`src/rtl/uart_pkt_ctrl_if.sv`:
```
// Byte-in / payload-out stream bundle for the UART packet controller.
// master = byte source and payload sink, slave = the controller.
interface uart_pkt_ctrl_if;
    logic [7:0] rx_data;
    logic       rx_valid;
    logic [7:0] out_data;
    logic       out_valid;
    logic       out_ready;
    logic       out_last;

    modport master (
        output rx_data, rx_valid, out_ready,
        input  out_data, out_valid, out_last
    );

    modport slave (
        input  rx_data, rx_valid, out_ready,
        output out_data, out_valid, out_last
    );
endinterface

```
`src/rtl/uart_pkt_ctrl.sv`:
```
// Frames SYNC/LEN/PAYLOAD/CHK packets from the UART byte stream, checks them
// and replays the buffered payload over a valid/ready stream.
module uart_pkt_ctrl #(
    parameter logic [7:0] SYNC_BYTE      = 8'hA5,
    parameter int         MAX_LEN        = 64,
    parameter int         TIMEOUT_CYCLES = 100000
) (
    input  logic                 clk,
    input  logic                 rst_n,
    uart_pkt_ctrl_if.slave       bus,
    output logic                 pkt_ok,
    output logic                 err_len,
    output logic                 err_chk,
    output logic                 err_timeout,
    output logic                 err_overrun,
    output logic [15:0]          drop_cnt
);
    localparam int              AW        = (MAX_LEN > 1) ? $clog2(MAX_LEN) : 1;
    localparam int              DEPTH     = 1 << AW;
    localparam int              TW        = $clog2(TIMEOUT_CYCLES);
    localparam logic [TW-1:0]   TMAX      = TW'(TIMEOUT_CYCLES - 1);
    localparam logic [7:0]      MAX_LEN_B = 8'(MAX_LEN);

    typedef enum logic [2:0] {
        S_HUNT    = 3'd0,
        S_LEN     = 3'd1,
        S_PAYLOAD = 3'd2,
        S_CHK     = 3'd3,
        S_SEND    = 3'd4
    } state_t;

    state_t          state_q;
    logic [7:0]      len_q;
    logic [7:0]      sum_q;
    logic [7:0]      wr_idx_q;
    logic [7:0]      rd_idx_q;
    logic [TW-1:0]   timer_q;
    logic [7:0]      mem_q [DEPTH];
    logic [7:0]      out_data_q;
    logic            out_valid_q;
    logic            out_last_q;
    logic            pkt_ok_q;
    logic            err_len_q;
    logic            err_chk_q;
    logic            err_timeout_q;
    logic            err_overrun_q;
    logic [15:0]     drop_cnt_q;

    logic [7:0]      sum_d;
    logic [7:0]      rd_idx_d;

    function automatic logic [15:0] sat_inc(input logic [15:0] v);
        return (v == 16'hFFFF) ? v : v + 16'd1;
    endfunction

    assign sum_d    = sum_q + bus.rx_data;
    assign rd_idx_d = rd_idx_q + 8'd1;

    // Payload storage; contents are don't-care out of reset.
    always_ff @(posedge clk) begin
        if (state_q == S_PAYLOAD && bus.rx_valid) begin
            mem_q[wr_idx_q[AW-1:0]] <= bus.rx_data;
        end
    end

    // Packet framing FSM with all outputs registered.
    always_ff @(posedge clk or negedge rst_n) begin
        if (!rst_n) begin
            state_q       <= S_HUNT;
            len_q         <= 8'd0;
            sum_q         <= 8'd0;
            wr_idx_q      <= 8'd0;
            rd_idx_q      <= 8'd0;
            timer_q       <= '0;
            out_data_q    <= 8'd0;
            out_valid_q   <= 1'b0;
            out_last_q    <= 1'b0;
            pkt_ok_q      <= 1'b0;
            err_len_q     <= 1'b0;
            err_chk_q     <= 1'b0;
            err_timeout_q <= 1'b0;
            err_overrun_q <= 1'b0;
            drop_cnt_q    <= 16'd0;
        end else begin
            pkt_ok_q      <= 1'b0;
            err_len_q     <= 1'b0;
            err_chk_q     <= 1'b0;
            err_timeout_q <= 1'b0;
            err_overrun_q <= 1'b0;
            case (state_q)
                S_HUNT: begin
                    timer_q <= '0;
                    if (bus.rx_valid && bus.rx_data == SYNC_BYTE) begin
                        state_q <= S_LEN;
                    end
                end
                S_LEN, S_PAYLOAD, S_CHK: begin
                    // A byte arriving on the timeout cycle wins over the timeout.
                    if (bus.rx_valid) begin
                        timer_q <= '0;
                        case (state_q)
                            S_LEN: begin
                                if (bus.rx_data != 8'd0 && bus.rx_data <= MAX_LEN_B) begin
                                    len_q    <= bus.rx_data;
                                    sum_q    <= bus.rx_data;
                                    wr_idx_q <= 8'd0;
                                    state_q  <= S_PAYLOAD;
                                end else begin
                                    err_len_q  <= 1'b1;
                                    drop_cnt_q <= sat_inc(drop_cnt_q);
                                    state_q    <= S_HUNT;
                                end
                            end
                            S_PAYLOAD: begin
                                sum_q    <= sum_d;
                                wr_idx_q <= wr_idx_q + 8'd1;
                                if (wr_idx_q == len_q - 8'd1) begin
                                    state_q <= S_CHK;
                                end
                            end
                            default: begin
                                if (sum_d == 8'd0) begin
                                    pkt_ok_q    <= 1'b1;
                                    rd_idx_q    <= 8'd0;
                                    out_valid_q <= 1'b1;
                                    out_data_q  <= mem_q[AW'(0)];
                                    out_last_q  <= (len_q == 8'd1);
                                    state_q     <= S_SEND;
                                end else begin
                                    err_chk_q  <= 1'b1;
                                    drop_cnt_q <= sat_inc(drop_cnt_q);
                                    state_q    <= S_HUNT;
                                end
                            end
                        endcase
                    end else if (timer_q == TMAX) begin
                        err_timeout_q <= 1'b1;
                        drop_cnt_q    <= sat_inc(drop_cnt_q);
                        timer_q       <= '0;
                        state_q       <= S_HUNT;
                    end else begin
                        timer_q <= timer_q + 1'b1;
                    end
                end
                S_SEND: begin
                    err_overrun_q <= bus.rx_valid;
                    if (out_valid_q && bus.out_ready) begin
                        if (out_last_q) begin
                            out_valid_q <= 1'b0;
                            out_last_q  <= 1'b0;
                            state_q     <= S_HUNT;
                        end else begin
                            rd_idx_q   <= rd_idx_d;
                            out_data_q <= mem_q[rd_idx_d[AW-1:0]];
                            out_last_q <= (rd_idx_d == len_q - 8'd1);
                        end
                    end
                end
                default: begin
                    state_q <= S_HUNT;
                end
            endcase
        end
    end

    assign bus.out_data  = out_data_q;
    assign bus.out_valid = out_valid_q;
    assign bus.out_last  = out_last_q;
    assign pkt_ok        = pkt_ok_q;
    assign err_len       = err_len_q;
    assign err_chk       = err_chk_q;
    assign err_timeout   = err_timeout_q;
    assign err_overrun   = err_overrun_q;
    assign drop_cnt      = drop_cnt_q;
endmodule

```
`src/flat_wrapper.sv`:
```
// flat-port wrapper written by rule: the top's interface ports become plain ports
module uart_pkt_ctrl_flat 
#(
    parameter logic [7:0] SYNC_BYTE      = 8'hA5,
    parameter int         MAX_LEN        = 64,
    parameter int         TIMEOUT_CYCLES = 100000
)
  (clk, rst_n, pkt_ok, err_len, err_chk, err_timeout, err_overrun, drop_cnt, bus_rx_data, bus_rx_valid, bus_out_ready, bus_out_data, bus_out_valid, bus_out_last);
  uart_pkt_ctrl_if bus_i ();
  input  logic clk;
  input  logic rst_n;
  output logic pkt_ok;
  output logic err_len;
  output logic err_chk;
  output logic err_timeout;
  output logic err_overrun;
  output logic [15:0] drop_cnt;
  input wire logic [$bits(bus_i.rx_data)-1:0] bus_rx_data;
  input wire logic [$bits(bus_i.rx_valid)-1:0] bus_rx_valid;
  input wire logic [$bits(bus_i.out_ready)-1:0] bus_out_ready;
  output wire logic [$bits(bus_i.out_data)-1:0] bus_out_data;
  output wire logic [$bits(bus_i.out_valid)-1:0] bus_out_valid;
  output wire logic [$bits(bus_i.out_last)-1:0] bus_out_last;
  assign bus_i.rx_data = bus_rx_data;
  assign bus_i.rx_valid = bus_rx_valid;
  assign bus_i.out_ready = bus_out_ready;
  assign bus_out_data = bus_i.out_data;
  assign bus_out_valid = bus_i.out_valid;
  assign bus_out_last = bus_i.out_last;
  uart_pkt_ctrl #(.SYNC_BYTE(SYNC_BYTE), .MAX_LEN(MAX_LEN), .TIMEOUT_CYCLES(TIMEOUT_CYCLES)) u_core (.clk(clk), .rst_n(rst_n), .bus(bus_i), .pkt_ok(pkt_ok), .err_len(err_len), .err_chk(err_chk), .err_timeout(err_timeout), .err_overrun(err_overrun), .drop_cnt(drop_cnt));
endmodule
```
`config.mk`:
```
export PLATFORM = sky130hd
export DESIGN_NAME = uart_pkt_ctrl_flat
export DESIGN_NICKNAME = d
export VERILOG_FILES = /design/src/rtl/uart_pkt_ctrl_if.sv /design/src/rtl/uart_pkt_ctrl.sv /design/src/flat_wrapper.sv
export SDC_FILE = /design/constraint.sdc
export NUM_CORES = 1
export LEC_CHECK = 0
export ABC_AREA = 1
export BUFFER_PORTS_ARGS = -buffer_cell sky130_fd_sc_hd__buf_2
export CORE_MARGIN = 4
export CORE_UTILIZATION = 45
export CTS_CLUSTER_DIAMETER = 30
export DETAILED_ROUTE_END_ITERATION = 7
export HOLD_SLACK_MARGIN = 0.03
export PLACE_DENSITY_LB_ADDON = 0.3
export SLEW_MARGIN = 15
export SYNTH_ARGS = -nofsm -noshare
export SYNTH_HDL_FRONTEND = slang
export SYNTH_SLANG_ARGS = --single-unit
```
`constraint.sdc`:
```
create_clock -name clk -period 2.29 [get_ports clk]
set_input_delay 0.458 -clock clk [delete_from_list [all_inputs] [get_ports clk]]
set_output_delay 0.458 -clock clk [all_outputs]
set_load 0.02 [all_outputs]
```
Word level (Yosys, flattened, before mapping) --
Memories as Yosys holds them, arrays and structs flattened. Cells that the tools add are included. W data, S select, Z words.
Word-level totals: flip-flop bits (word level) 83, bits in writable memories 512, bits of input ports 12, output and inout bits 31, logic and storage cells 131, memories kept 1
Cells by class: add/sub/neg operators 6, magnitude comparators 1, equality and inequality tests 23, mux-type cells 65, reductions and logical operators 20
Memory list:
- u_core.mem_q | depth 64, width 8, rd ports 2, clocked after Yosys merged registers in 0, wr ports 1, line uart_pkt_ctrl.sv:38 | logic [7:0] mem_q [DEPTH];
Operators by type and width (count):
- $mux W8 | 12
- $mux W16 | 5
- $pmux W8 S2 | 4
- $mux W17 | 2
- $pmux W17 S2 | 1
- $pmux W16 S2 | 1
- $mux W1 | 28
- $mux W3 | 7
- $add A17 B1 Y17 const B | 1
- $eq A17 B17 Y1 const B | 1
- $add A16 B1 Y16 const B | 1
- $add A8 B1 Y8 const B | 2
- $eq A16 B16 Y1 const B | 1
- $eq A8 B8 Y1 | 2
- $reduce_and A5 Y1 | 3
- $reduce_and A6 Y1 | 2
- $ne A2 B1 Y1 const B | 5
- $pmux W3 S3 | 1
- $add A8 B8 Y8 | 1
- $eq A8 B1 Y1 const B | 1
- $eq A8 B8 Y1 const B | 1
- $le A8 B7 Y1 const B | 1
- $logic_not A8 Y1 | 1
- $ne A2 B2 Y1 const B | 4
- 17 further kinds | 27

Depth between registers and ports, before layout --
depth in word-level cells 6, depth in mapped cells 17, gate-level depth less buffers 16

Worst setup path after synthesis --
No wires, ideal clock.
kind input to register, from input bus_rx_data[0], to register u_core.drop_cnt_q[13], in the netlist u_core.drop_cnt[13], setup time 0.065 ns, arrival 2.267 ns, required time 2.225 ns, setup slack -0.042 ns, stages 15, cells stage by stage ha_1 > inv_1 > fa_1 > inv_1 > nand2_1 > nand2_1 > nand3_1 > nand2_1 > nand3_1 > nor2_1 > nand4_2 > nand2_2 > buf_6 > nand2_1 > nand2_1
On the way: longest elaborated chain between the ends 4, elaborated cells between the ends (all ways) 8, those cells by class add/sub: 1; order compare: 1; eq/ne: 2; reduce/logical: 4
RTL lines:
- from (decl) | line flat_wrapper.sv:18 | input wire logic [$bits(bus_i.rx_data)-1:0] bus_rx_data;
- $add A8 B8 Y8, or another cell as far along | line uart_pkt_ctrl.sv:56 | assign sum_d = sum_q + bus.rx_data;
- $logic_not A8 Y1 / $logic_and A1 B1 Y1 (equally long branches) | line uart_pkt_ctrl.sv:122, uart_pkt_ctrl.sv:103
- $ne A3 B3 Y1 (no source line)
- $reduce_and A5 Y1 (no source line) *
- to (signal assigned) | line uart_pkt_ctrl.sv:110 | drop_cnt_q <= sat_inc(drop_cnt_q);
- to (signal assigned) | line uart_pkt_ctrl.sv:131 | drop_cnt_q <= sat_inc(drop_cnt_q);
- to (signal assigned) | line uart_pkt_ctrl.sv:138 | drop_cnt_q <= sat_inc(drop_cnt_q);
- to (decl) | line uart_pkt_ctrl.sv:47 | logic [15:0] drop_cnt_q;
Every way passes the cells marked *; elsewhere a longest branch is shown, timed or not. A chain may end at the register's enable or synchronous reset.

Final worst setup path --
from register u_core.rd_idx_q[0], to register u_core.out_data_q[5], in the netlist u_core.bus.out_data[5]
On the way: longest elaborated chain between the ends 5
RTL lines:
- from (decl) | line uart_pkt_ctrl.sv:36 | logic [7:0] rd_idx_q;
- from (signal assigned) | line uart_pkt_ctrl.sv:153 | rd_idx_q <= rd_idx_d;
- $add A8 B1 Y8 | line uart_pkt_ctrl.sv:57 | assign rd_idx_d = rd_idx_q + 8'd1;
- $mem_v2 Z64 W8
- $mux W8 | line uart_pkt_ctrl.sv:148 | if (out_last_q) begin
- $mux W8 | line uart_pkt_ctrl.sv:147 | if (out_valid_q && bus.out_ready) begin
- $pmux W8 S2 | line uart_pkt_ctrl.sv:90 | case (state_q)
- to (signal assigned) | line uart_pkt_ctrl.sv:126 | out_data_q <= mem_q[AW'(0)];
- to (signal assigned) | line uart_pkt_ctrl.sv:154 | out_data_q <= mem_q[rd_idx_d[AW-1:0]];
- to (decl) | line uart_pkt_ctrl.sv:39 | logic [7:0] out_data_q;
Every way passes these cells. The select of a mux whose other input is x is not followed.

==> summary.txt <==
status: finished with violations
failing checks: negative setup slack
worst-path maximum fanout: 53
1st-pass router iterations: 5
vias in the first global route: 19.7k
Max Clk Rate: 424 MHz
CP required: 2.83 ns
initial core utilization: 0.456
clk root buf: clkbuf_16
startpoint class of the critical path: flip-flop
synth unique cells: 47
Hold Crit Class: in -> reg
internal power: 23300 uW
DR vias/cell: 5.39
flops & latches, synth: 595
sequential area share after synthesis: 0.662
largest net degree at the start of global routing: 68
# rows: 88
most common cell after layout, fill and taps aside: nand2_1
Worst Tran Pin Value: 0.936 ns
final setup vio count: 8
Worst Path Arrival: 2.90 ns
Slew Viols, Final: 0
CTS tree: done
period utilisation layout: 1.03
commonest non-fill, non-tap cells in the layout: nand2_1, edfxtp_1, nor2_1, nand3_1, buf_4
Post-Route WL: 72800 um
H-Tree Depth: 3
switching share of power: 0.213
clock latency on the worst-skew pair: 0.66 ns
DIE WIDTH: 250 um
GP Congestion: 0.866
Place WS: -0.385 ns
Clock Sinks: 595
Logic pwr share: 0.019
Pleak: 0.0134 uW
Syn Inst Count: 2601
sequential power share: 0.400
1st-iter DRT viols: 2151
CTS Buf Count: 115
Finished Core Util: 0.577
first-pass GRT wire length: 111000 um
initial antenna violation count: 2
Synth Warn #: 0
Final min period: 2.36 ns
number of synthesized flops with an enable pin: 512
antenna-violating nets left: 0
Avg WL per Cell: 19.6 um
critical path capture point type: flip-flop
Clk pwr share: 0.581
mean post-synth cell area: 10.1 um2
PwrDens: 888 nW/um2
Final Skew: 0.0262 ns
Synth Flop Type: edfxtp_1
total track usage: 0.227
post-detailed-route DRC marker count: 0
routed vias: 20.0k
relative slew slack: 0.376
Max-Cap Viols: 0
RSZ-0062 raised after global routing: yes
die footprint: 62500 um2
Worst Setup Slack, final: -0.0695 ns
maximum vdd drop: 0.679 mV
Layout area overhead: 26.6%
core box area: 57800 um2
asr flop ratio synth: 0.139
Worst-path clk slew: 0.05 ns
Synth Net Count: 2627
clk buf depth: 3
post-synth design cell area: 26400 um2
Setup CP Type: reg -> reg
share of cells above drive strength 1: 0.180
NumNets Final: 2867
grt total ovfl: 0
die height: 250 um
hold slack: 0.176 ns
Net Switching: 6310 uW
HPWL after DPL: 44500 um
port bufs: 42
# IOs: 43
endpoints failing hold: 0
worst paths after layout:
check                           slack, ns  cells past startpoint               start                     end
worst max register to register      -0.07                     12  u_core.rd_idx_q[0]  u_core.bus.out_data[5]
min in group asynchronous            0.37                      2               rst_n       u_core.timer_q[1]
worst max-delay path                -0.07                     12  u_core.rd_idx_q[0]  u_core.bus.out_data[5]
worst min register to register       0.51                      1   u_core.timer_q[0]       u_core.timer_q[0]
max in group asynchronous            1.23                      3               rst_n      u_core.drop_cnt[5]
worst min-delay path                 0.18                      4        bus_rx_valid      u_core.err_timeout
power by group through the flow:
stage                     sequential, uW  clock [uW]  combinational [uW]
final                              11800       17200                 575
after global routing               11800       18000                 628
after CTS                          11800       17400                 548
after detailed placement           12000           0                 538
after global placement             12000           0                 530
after floorplan                    12000           0                 162
state kept, by name, summed over array words and instances (netlist names), 3 cells and up:
signal	count
u_core.mem_q	512
u_core.timer_q	17
u_core.drop_cnt	16
u_core.bus.out_data	8
u_core.len_q	8
u_core.rd_idx_q	8
u_core.sum_q	8
u_core.wr_idx_q	8
u_core.state_q	3
worst max-delay path, cell delays in order, from the launching register on:
cell     delay (ns)
dfrtp_4        0.50
ha_4           0.37
buf_12         0.26
buf_4          0.23
nor2_1         0.06
o21ai_0        0.09
nand3_1        0.18
nand3_1        0.14
nand3_1        0.08
nand3_1        0.09
nand2_1        0.07
nand2_1        0.09
a21oi_1        0.07
logic make-up after synthesis:
logic type / count (synthesis) / synth area share
simple gates: 1502 / 0.237
flops: 595 / 0.662
compound gates: 205 / 0.0419
fa+ha+maj: 14 / 0.00693
xor+xnor: 34 / 0.0119
buf+inv: 251 / 0.0402
cells in the mapped netlist, types with 23 or more instances:
| cell type | count | share of area |
|---|---|---|
| edfxtp_1 | 512 | 0.58 |
| a21oi_1 | 29 | 0.0055 |
| nand4_1 | 23 | 0.0055 |
| nand2_1 | 683 | 0.097 |
| nor2_1 | 416 | 0.059 |
| nand3_1 | 334 | 0.063 |
| buf_2 | 38 | 0.0072 |
| o21ai_0 | 149 | 0.028 |
| dfrtp_1 | 83 | 0.079 |
| clkbuf_1 | 51 | 0.0073 |
| inv_1 | 120 | 0.017 |
through the flow:
step                cell area [um2]  power [uW]  instances  TNS (ns)
global route                  33400       30400       3708     -1.60
detailed placement            28800       12600       3480    -11.17
floorplan                     26400       12200       2601         0
CTS                           33100       29800       3702   -0.0948
global placement              28800       12600       3480     -9.85
finish                        33400       29600       3709    -0.364
metal layers:
metal | vias to the layer above | share of wire | GRT usage | wire length (um)
li1 | 9371 | - | - | -
met1 | 9637 | 0.40 | 0.296 | 29200
met2 | 842 | 0.49 | 0.381 | 35600
met3 | 152 | 0.080 | 0.0468 | 5790
met4 | 0 | 0.030 | 0.0785 | 2160
met5 | - | 0 | 0 | 0
area by class of cell:
class / instances / area (um2)
Tap cell: 765 / 957
Inverter: 127 / 492
Antenna cell: 1 / 2.50
Multi-Input combinational cell: 1755 / 8150
Timing Repair Buffer: 247 / 2250
Sequential cell: 595 / 17500
Clock inverter: 88 / 1040
Fill cell: 4720 / 24400
Clock buffer: 131 / 3020
repair_timing:
item	CTS	global route
cloned	1	3
setup buffers	1	3
endpoints found under the setup margin	32	35
gates resized for setup	28	48
hold buffers	1	0
pin swaps	2	5
endpoints found under the hold margin	42	0
Power figures use the tool's default switching activity.
